## config.mk

```make
export PLATFORM = sky130hd
export DESIGN_NAME = booth_arbiter_flat
export DESIGN_NICKNAME = d
export VERILOG_FILES = /design/src/rtl/booth_pkg.sv /design/src/rtl/booth_arbiter_if.sv /design/src/rtl/booth_arbiter_rr_picker.sv /design/src/rtl/booth_arbiter.sv /design/src/flat_wrapper.sv
export SDC_FILE = /design/constraint.sdc
export NUM_CORES = 1
export LEC_CHECK = 0
export ABC_AREA = 0
export CORE_UTILIZATION = 41
export CTS_BUF_LIST = sky130_fd_sc_hd__clkbuf_4 sky130_fd_sc_hd__clkbuf_8
export CTS_CLUSTER_DIAMETER = 150
export DETAILED_ROUTE_END_ITERATION = 10
export HOLD_SLACK_MARGIN = 0.02
export PLACE_DENSITY = 0.82
export SKIP_LAST_GASP = 1
export SLEW_MARGIN = 20
export SYNTH_ARGS = -nofsm -noshare
export SYNTH_HDL_FRONTEND = slang
export SYNTH_HIERARCHICAL = 1
export SYNTH_SLANG_ARGS = --single-unit
```

## constraint.sdc

```tcl
create_clock -name clk -period 2.83 [get_ports clk]
set_clock_uncertainty 0.2 [all_clocks]
set_input_delay 0.566 -clock clk [delete_from_list [all_inputs] [get_ports clk]]
set_output_delay 0.566 -clock clk [all_outputs]
set_load 0.05 [all_outputs]
```

## src/rtl/booth_pkg.sv

```systemverilog
// Shared types and helpers for the Booth multiplier arbiter.
// Holds the FSM state enum, picker result struct and rr_pick().
`ifndef N_BIT
`define N_BIT 8
`endif

package booth_pkg;

    localparam int MAX_CLIENT = 8;
    localparam int PTR_W      = 3;
    localparam int DEF_N      = `N_BIT;

    typedef enum logic [1:0] {
        IDLE,
        ISSUE,
        WAIT,
        RESP
    } arb_state_t;

    typedef struct packed {
        logic             found;
        logic [PTR_W-1:0] idx;
    } rr_pick_t;

    // First set bit of req searching ptr+1, ptr+2, ... modulo n.
    // The last position visited is ptr itself, so the previous
    // winner has the lowest priority.
    function automatic rr_pick_t rr_pick(
        input logic [MAX_CLIENT-1:0] req,
        input logic [PTR_W-1:0]      ptr,
        input int                    n
    );
        rr_pick_t r;
        int       j;
        r = '0;
        for (int k = 1; k <= MAX_CLIENT; k++) begin
            j = (int'(ptr) + k) % n;
            if (k <= n && !r.found && req[j[PTR_W-1:0]]) begin
                r.found = 1'b1;
                r.idx   = j[PTR_W-1:0];
            end
        end
        return r;
    endfunction

endpackage

```

## src/rtl/booth_arbiter_if.sv

```systemverilog
// Bus bundle between clients, the arbiter and the shared multiplier.
// slave: arbiter view (clients/multiplier in, grants/results out);
// master: environment view (drives requests, operands and Done).
`ifndef N_BIT
`define N_BIT 8
`endif

interface booth_arbiter_if #(
    parameter int N_CLIENT = 4,
    parameter int N        = `N_BIT
);

    logic [N_CLIENT-1:0]   cli_req;
    logic [N_CLIENT*N-1:0] cli_op1;
    logic [N_CLIENT*N-1:0] cli_op2;
    logic [N_CLIENT-1:0]   cli_gnt;
    logic [N_CLIENT-1:0]   rsp_valid;
    logic [2*N-1:0]        rsp_result;
    logic                  rsp_err;
    logic                  busy;
    logic                  mult_request;
    logic [N-1:0]          mult_op1;
    logic [N-1:0]          mult_op2;
    logic                  mult_done;
    logic [2*N-1:0]        mult_result;

    modport slave (
        input  cli_req,
        input  cli_op1,
        input  cli_op2,
        input  mult_done,
        input  mult_result,
        output cli_gnt,
        output rsp_valid,
        output rsp_result,
        output rsp_err,
        output busy,
        output mult_request,
        output mult_op1,
        output mult_op2
    );

    modport master (
        output cli_req,
        output cli_op1,
        output cli_op2,
        output mult_done,
        output mult_result,
        input  cli_gnt,
        input  rsp_valid,
        input  rsp_result,
        input  rsp_err,
        input  busy,
        input  mult_request,
        input  mult_op1,
        input  mult_op2
    );

endinterface

```

## src/rtl/booth_arbiter_rr_picker.sv

```systemverilog
// Combinational round-robin priority search over the request vector.
// Ports: req (requests), ptr (last winner) -> found, idx (winner).
module rr_picker
    import booth_pkg::*;
#(
    parameter int N_CLIENT = 4
) (
    input  logic [N_CLIENT-1:0]         req,
    input  logic [$clog2(N_CLIENT)-1:0] ptr,
    output logic                        found,
    output logic [$clog2(N_CLIENT)-1:0] idx
);

    localparam int IDX_W = $clog2(N_CLIENT);

    logic [MAX_CLIENT-1:0] req_w;
    logic [PTR_W-1:0]      ptr_w;
    rr_pick_t              pick;

    always_comb begin
        req_w = MAX_CLIENT'(req);
        ptr_w = PTR_W'(ptr);
        pick  = rr_pick(req_w, ptr_w, N_CLIENT);
        found = pick.found;
        idx   = IDX_W'(pick.idx);
    end

endmodule

```

## src/rtl/booth_arbiter.sv

```systemverilog
// Round-robin arbiter sharing one Booth multiplier among N_CLIENT clients.
// Ports: clk, rst (sync, active-high), bus (booth_arbiter_if.slave).
`ifndef N_BIT
`define N_BIT 8
`endif

module booth_arbiter
    import booth_pkg::*;
#(
    parameter int N_CLIENT = 4,
    parameter int N        = `N_BIT,
    parameter int TIMEOUT  = 64
) (
    input logic           clk,
    input logic           rst,
    booth_arbiter_if.slave bus
);

    localparam int IDX_W = $clog2(N_CLIENT);
    localparam int WD_W  = $clog2(TIMEOUT);

    arb_state_t state;
    arb_state_t state_nx;

    logic [IDX_W-1:0]    rr_ptr;
    logic [IDX_W-1:0]    ptr_d;
    logic [WD_W-1:0]     wdog;
    logic [WD_W-1:0]     wdog_d;
    logic [N_CLIENT-1:0] gnt_q;
    logic [N_CLIENT-1:0] gnt_d;
    logic [N_CLIENT-1:0] rv_q;
    logic [N_CLIENT-1:0] rv_d;
    logic [2*N-1:0]      res_q;
    logic [2*N-1:0]      res_d;
    logic                err_q;
    logic                err_d;
    logic                busy_q;
    logic                busy_d;
    logic                req_q;
    logic                req_d;
    logic [N-1:0]        op1_q;
    logic [N-1:0]        op1_d;
    logic [N-1:0]        op2_q;
    logic [N-1:0]        op2_d;

    logic             pick_found;
    logic [IDX_W-1:0] pick_idx;
    logic             done_ok;
    logic             timed_out;

    rr_picker #(
        .N_CLIENT (N_CLIENT)
    ) u_picker (
        .req   (bus.cli_req),
        .ptr   (rr_ptr),
        .found (pick_found),
        .idx   (pick_idx)
    );

    // Request is registered out of ISSUE, so it is on the wire during
    // the first WAIT cycle. A Done seen in that cycle predates our
    // Request and must be stale, so it is not accepted.
    always_comb begin
        done_ok   = bus.mult_done && !req_q;
        timed_out = (wdog == WD_W'(TIMEOUT - 1));
    end

    always_ff @(posedge clk) begin
        if (rst) begin
            state <= IDLE;
        end else begin
            state <= state_nx;
        end
    end

    always_comb begin
        state_nx = state;
        unique case (state)
            IDLE:  if (pick_found) state_nx = ISSUE;
            ISSUE: state_nx = WAIT;
            WAIT:  if (done_ok || timed_out) state_nx = RESP;
            RESP:  state_nx = IDLE;
        endcase
    end

    // Next values of the registered outputs; rr_ptr doubles as the
    // index of the client currently being served.
    always_comb begin
        gnt_d  = '0;
        rv_d   = '0;
        req_d  = 1'b0;
        busy_d = (state_nx != IDLE);
        res_d  = res_q;
        err_d  = err_q;
        op1_d  = op1_q;
        op2_d  = op2_q;
        ptr_d  = rr_ptr;
        wdog_d = wdog;
        unique case (state)
            IDLE: begin
                if (pick_found) begin
                    gnt_d[pick_idx] = 1'b1;
                    ptr_d  = pick_idx;
                    op1_d  = bus.cli_op1[int'(pick_idx)*N +: N];
                    op2_d  = bus.cli_op2[int'(pick_idx)*N +: N];
                    wdog_d = '0;
                end
            end
            ISSUE: begin
                req_d  = 1'b1;
                wdog_d = '0;
            end
            WAIT: begin
                wdog_d = wdog + 1'b1;
                if (done_ok) begin
                    rv_d[rr_ptr] = 1'b1;
                    res_d = bus.mult_result;
                    err_d = 1'b0;
                end else if (timed_out) begin
                    rv_d[rr_ptr] = 1'b1;
                    res_d = '0;
                    err_d = 1'b1;
                end
            end
            RESP: begin
            end
        endcase
    end

    always_ff @(posedge clk) begin
        if (rst) begin
            rr_ptr <= IDX_W'(N_CLIENT - 1);
            wdog   <= '0;
            gnt_q  <= '0;
            rv_q   <= '0;
            res_q  <= '0;
            err_q  <= 1'b0;
            busy_q <= 1'b0;
            req_q  <= 1'b0;
            op1_q  <= '0;
            op2_q  <= '0;
        end else begin
            rr_ptr <= ptr_d;
            wdog   <= wdog_d;
            gnt_q  <= gnt_d;
            rv_q   <= rv_d;
            res_q  <= res_d;
            err_q  <= err_d;
            busy_q <= busy_d;
            req_q  <= req_d;
            op1_q  <= op1_d;
            op2_q  <= op2_d;
        end
    end

    assign bus.cli_gnt      = gnt_q;
    assign bus.rsp_valid    = rv_q;
    assign bus.rsp_result   = res_q;
    assign bus.rsp_err      = err_q;
    assign bus.busy         = busy_q;
    assign bus.mult_request = req_q;
    assign bus.mult_op1     = op1_q;
    assign bus.mult_op2     = op2_q;

endmodule
```

## src/flat_wrapper.sv

```systemverilog
// flat-port wrapper written by rule: the top's interface ports become plain ports
module booth_arbiter_flat import booth_pkg::*;
#(
    parameter int N_CLIENT = 4,
    parameter int N        = `N_BIT,
    parameter int TIMEOUT  = 64
)
  (clk, rst, bus_cli_req, bus_cli_op1, bus_cli_op2, bus_mult_done, bus_mult_result, bus_cli_gnt, bus_rsp_valid, bus_rsp_result, bus_rsp_err, bus_busy, bus_mult_request, bus_mult_op1, bus_mult_op2);
  booth_arbiter_if #(.N_CLIENT(N_CLIENT), .N(N)) bus_i ();
  input logic clk;
  input logic rst;
  input wire logic [$bits(bus_i.cli_req)-1:0] bus_cli_req;
  input wire logic [$bits(bus_i.cli_op1)-1:0] bus_cli_op1;
  input wire logic [$bits(bus_i.cli_op2)-1:0] bus_cli_op2;
  input wire logic [$bits(bus_i.mult_done)-1:0] bus_mult_done;
  input wire logic [$bits(bus_i.mult_result)-1:0] bus_mult_result;
  output wire logic [$bits(bus_i.cli_gnt)-1:0] bus_cli_gnt;
  output wire logic [$bits(bus_i.rsp_valid)-1:0] bus_rsp_valid;
  output wire logic [$bits(bus_i.rsp_result)-1:0] bus_rsp_result;
  output wire logic [$bits(bus_i.rsp_err)-1:0] bus_rsp_err;
  output wire logic [$bits(bus_i.busy)-1:0] bus_busy;
  output wire logic [$bits(bus_i.mult_request)-1:0] bus_mult_request;
  output wire logic [$bits(bus_i.mult_op1)-1:0] bus_mult_op1;
  output wire logic [$bits(bus_i.mult_op2)-1:0] bus_mult_op2;
  assign bus_i.cli_req = bus_cli_req;
  assign bus_i.cli_op1 = bus_cli_op1;
  assign bus_i.cli_op2 = bus_cli_op2;
  assign bus_i.mult_done = bus_mult_done;
  assign bus_i.mult_result = bus_mult_result;
  assign bus_cli_gnt = bus_i.cli_gnt;
  assign bus_rsp_valid = bus_i.rsp_valid;
  assign bus_rsp_result = bus_i.rsp_result;
  assign bus_rsp_err = bus_i.rsp_err;
  assign bus_busy = bus_i.busy;
  assign bus_mult_request = bus_i.mult_request;
  assign bus_mult_op1 = bus_i.mult_op1;
  assign bus_mult_op2 = bus_i.mult_op2;
  booth_arbiter #(.N_CLIENT(N_CLIENT), .N(N), .TIMEOUT(TIMEOUT)) u_core (.clk(clk), .rst(rst), .bus(bus_i));
endmodule
```

==> qor.yml, run 1 <==
status:
  status: "finished, final reports clean"
critical_path:
  critPathCaptureType: "flip-flop"
  path_class: "in -> reg"
  cp-start-kind: "input port"
  crit_fanout: 17
  path_delay_family: "simple AND/OR/NAND/NOR gates"
  critical_path_arrival_ns: 2.50
  path_buf_inv: 1
  path_cells: "clkdlybuf4s50_1 > and2b_1 > a21oi_2 > o221ai_2 > nor3_4 > a22oi_1 > nand2_1"
  required_ns: 2.87
  slowest_stage: "nor3_4"
  slowest_delay_ns: 0.61
global_route:
  grt_pass1_vias: 2320
  grt_antenna_before_repair: 0
  met1_usage: 0.231
  grt-ovfl-total: 0
  grt_max_degree: 38
  grt_use_met2: 0.372
  grt_util_met3: 0.0551
  grt_first_pass_wirelength_um: 10500
  grt_util_all_layers: 0.203
  top_usage_layer: "met2"
sta:
  min_period_ns: 2.45
  max_slew.worst_pin.slew_ns: 0.656
  max_freq_ghz: 0.408
  relSlewSlack: 0.561
  tns_ns: 0
  rsz0062_at_grt: "false"
  setup_viol: 0
  hold_viol_final: 0
  slew_violations: 0
  fin_crit_sh: 0.867
synthesis:
  syn_avg_cell_area_sq_um: 9.06
  synth_ff_type: "dfxtp_1"
  netlist_area_sq_um: 2560
  yosys.area.top_type_share: 0.414
  yosysUniqueCellTypes: 39
  synth_seq_cells: 53
  synth_most_common_cell: "nand2_1"
  synth_common_cells: "nand2_1, dfxtp_1, mux2_2"
  syn_nets: 376
  synth-async-reset-ratio: 0
  synth_top_cell_by_area: "dfxtp_1"
  yosysSeqAreaShare: 0.414
  synth_enable_flop_cells: 0
  ys_top_cells_by_area: "dfxtp_1, mux2_2, nand2_1"
  synthCells: 283
  ys_warn_count: 6
drt:
  viasPerCell: 5.11
  wl_um: 6620
  drc: 0
  postRouteAntennaNets: 0
  first_iter_violations: 107
  vias: 2473
  wire_per_inst_um: 13.7
  dr.pass1.iters: 4
pwr:
  cellLeakagePower_nw: 1.54
  irDropWorstVdd_mv: 0.606
  powerDensity_nw_per_um2: 879
placement:
  portBuffers: 129
  hpwl_um: 4920
  place.gp.congestion: 0.734
  place_inst: 477
clock_tree:
  cts_tree: "done"
  cts_buffers: 5
  cts_buffer_depth: 2
  root_buffer: "clkbuf_8"
  clkSlewWorstSetupHoldPaths_ns: 0.09
  cts_sinks: 53
  cts_resized: 0
  cts_hold_buf: 0
  insertion_delay_ns: 0.30
  htreeDepth: 2
  cts_setup_buffers: 0
die:
  pin_count: 130
  die_w_um: 81.1
  die_y_um: 81.1
  die_area_sq_um: 6570
  core-area_sq_um: 5990
  initial_core_util: 0.428
  num_rows: 28
cells_and_area:
  area_growth_pct: 57.4
  fillCellCount: 499
  num_antenna_cells: 0
  nets: 502
  layout.cells.non_filler: 484
  layout-drive-gt1-share: 0.137
  ff_latch_area_sq_um: 1060
  multiInputGateArea_sq_um: 1410
hold_path:
  worstHoldPathType: "reg -> reg"
run:
  cap_viol_max_count: 0
-- state kept, by name, summed over array words and instances (netlist names) --
name                     count
u_core/bus.rsp_err           1
u_core/bus.mult_op2          8
u_core/rr_ptr                2
u_core/bus.busy              1
u_core/wdog                  6
u_core/bus.mult_request      1
u_core/bus.mult_op1          8
u_core/bus.cli_gnt           4
u_core/bus.rsp_result       16
u_core/state                 2
u_core/bus.rsp_valid         4
-- per-stage QoR --
step                hold slack [ns]  setup WS [ns]  total power [W]  cell area (sq um)  utilization
finish                        0.237          0.377          0.00355               4040        0.674
global route                  0.259          0.232          0.00374               4040        0.674
CTS                           0.241          0.378          0.00358               4040        0.674
detailed placement            0.228         0.0796          0.00307               3930        0.656
global placement              0.224          0.147          0.00304               3930        0.656
floorplan                     0.249          0.688          0.00243               2560            -
-- final timing paths --
| check | slack (ns) | cells past startpoint | startpoint | to |
|---|---|---|---|---|
| max | 0.38 | 7 | bus_cli_req[2] | u_core/bus.mult_op1[4] |
| min | 0.24 | 2 | u_core/bus.mult_op1[5] | u_core/bus.mult_op1[5] |
| max reg2reg | 0.67 | 5 | u_core/rr_ptr[1] | u_core/bus.mult_op1[4] |
| min reg2reg | 0.24 | 2 | u_core/bus.mult_op1[5] | u_core/bus.mult_op1[5] |
-- final cells by class --
class	count	share of cell area
clock buffers	5	0.0170
clock inverters	2	0.00868
inverters	6	0.00558
multi-input cells	209	0.350
flip-flops and latches	53	0.263
well taps	75	0.0232
repair buffers	134	0.332
-- logic make-up after synthesis --
kind of cell    synth area share
simple gates               0.199
compound gates             0.170
flops                      0.414
mux                        0.149
buf+inv                   0.0390
fa+ha+maj                 0.0293
-- where the power goes --
part           internal (W)  switching (W)
clock              0.000257       0.000233
combinational      0.000796        0.00119
sequential         0.000946       0.000128
-- worst register-to-register path: cells and delay by family, from the launching register on --
kind | cells | cell delay, ns
simple gates | 2 | 0.72
flops | 1 | 0.54
compound gates | 2 | 0.39
mux | 1 | 0.27
-- layout by cell type, fill, tap and decap left out, types with 2 or more instances in the layout --
master,synthesis,layout
ha_1,6,6
o21ai_0,19,19
a21oi_1,24,23
nor2_1,10,10
clkdlybuf4s50_1,0,129
a211o_1,3,3
a31oi_1,2,2
nand2_1,54,54
clkbuf_8,0,5
inv_1,6,6
nor3_1,2,2
a22oi_1,16,16
and3_1,3,3
mux2_2,33,33
nand2b_1,5,5
nor2b_1,4,4
dfxtp_1,53,53
nor3b_2,2,2
and2b_1,2,2
and2_1,3,3
buf_4,0,4
nand3_1,4,4
-- metal layers --
metal | wire, um | up-vias
met3 | 386 | 6
met4 | 53 | 0
met1 | 2650 | 1149
li1 | - | 1244
met2 | 3530 | 74
met5 | 0 | -
Note: power is estimated with default switching activity, not from simulation.
==> inputs of run 2 (changes only) <==
- CTS_CLUSTER_DIAMETER: 150 -> unset
==> results of run 2 <==
Same layout as run 1: the final DEF is identical, and so are final timing and power.
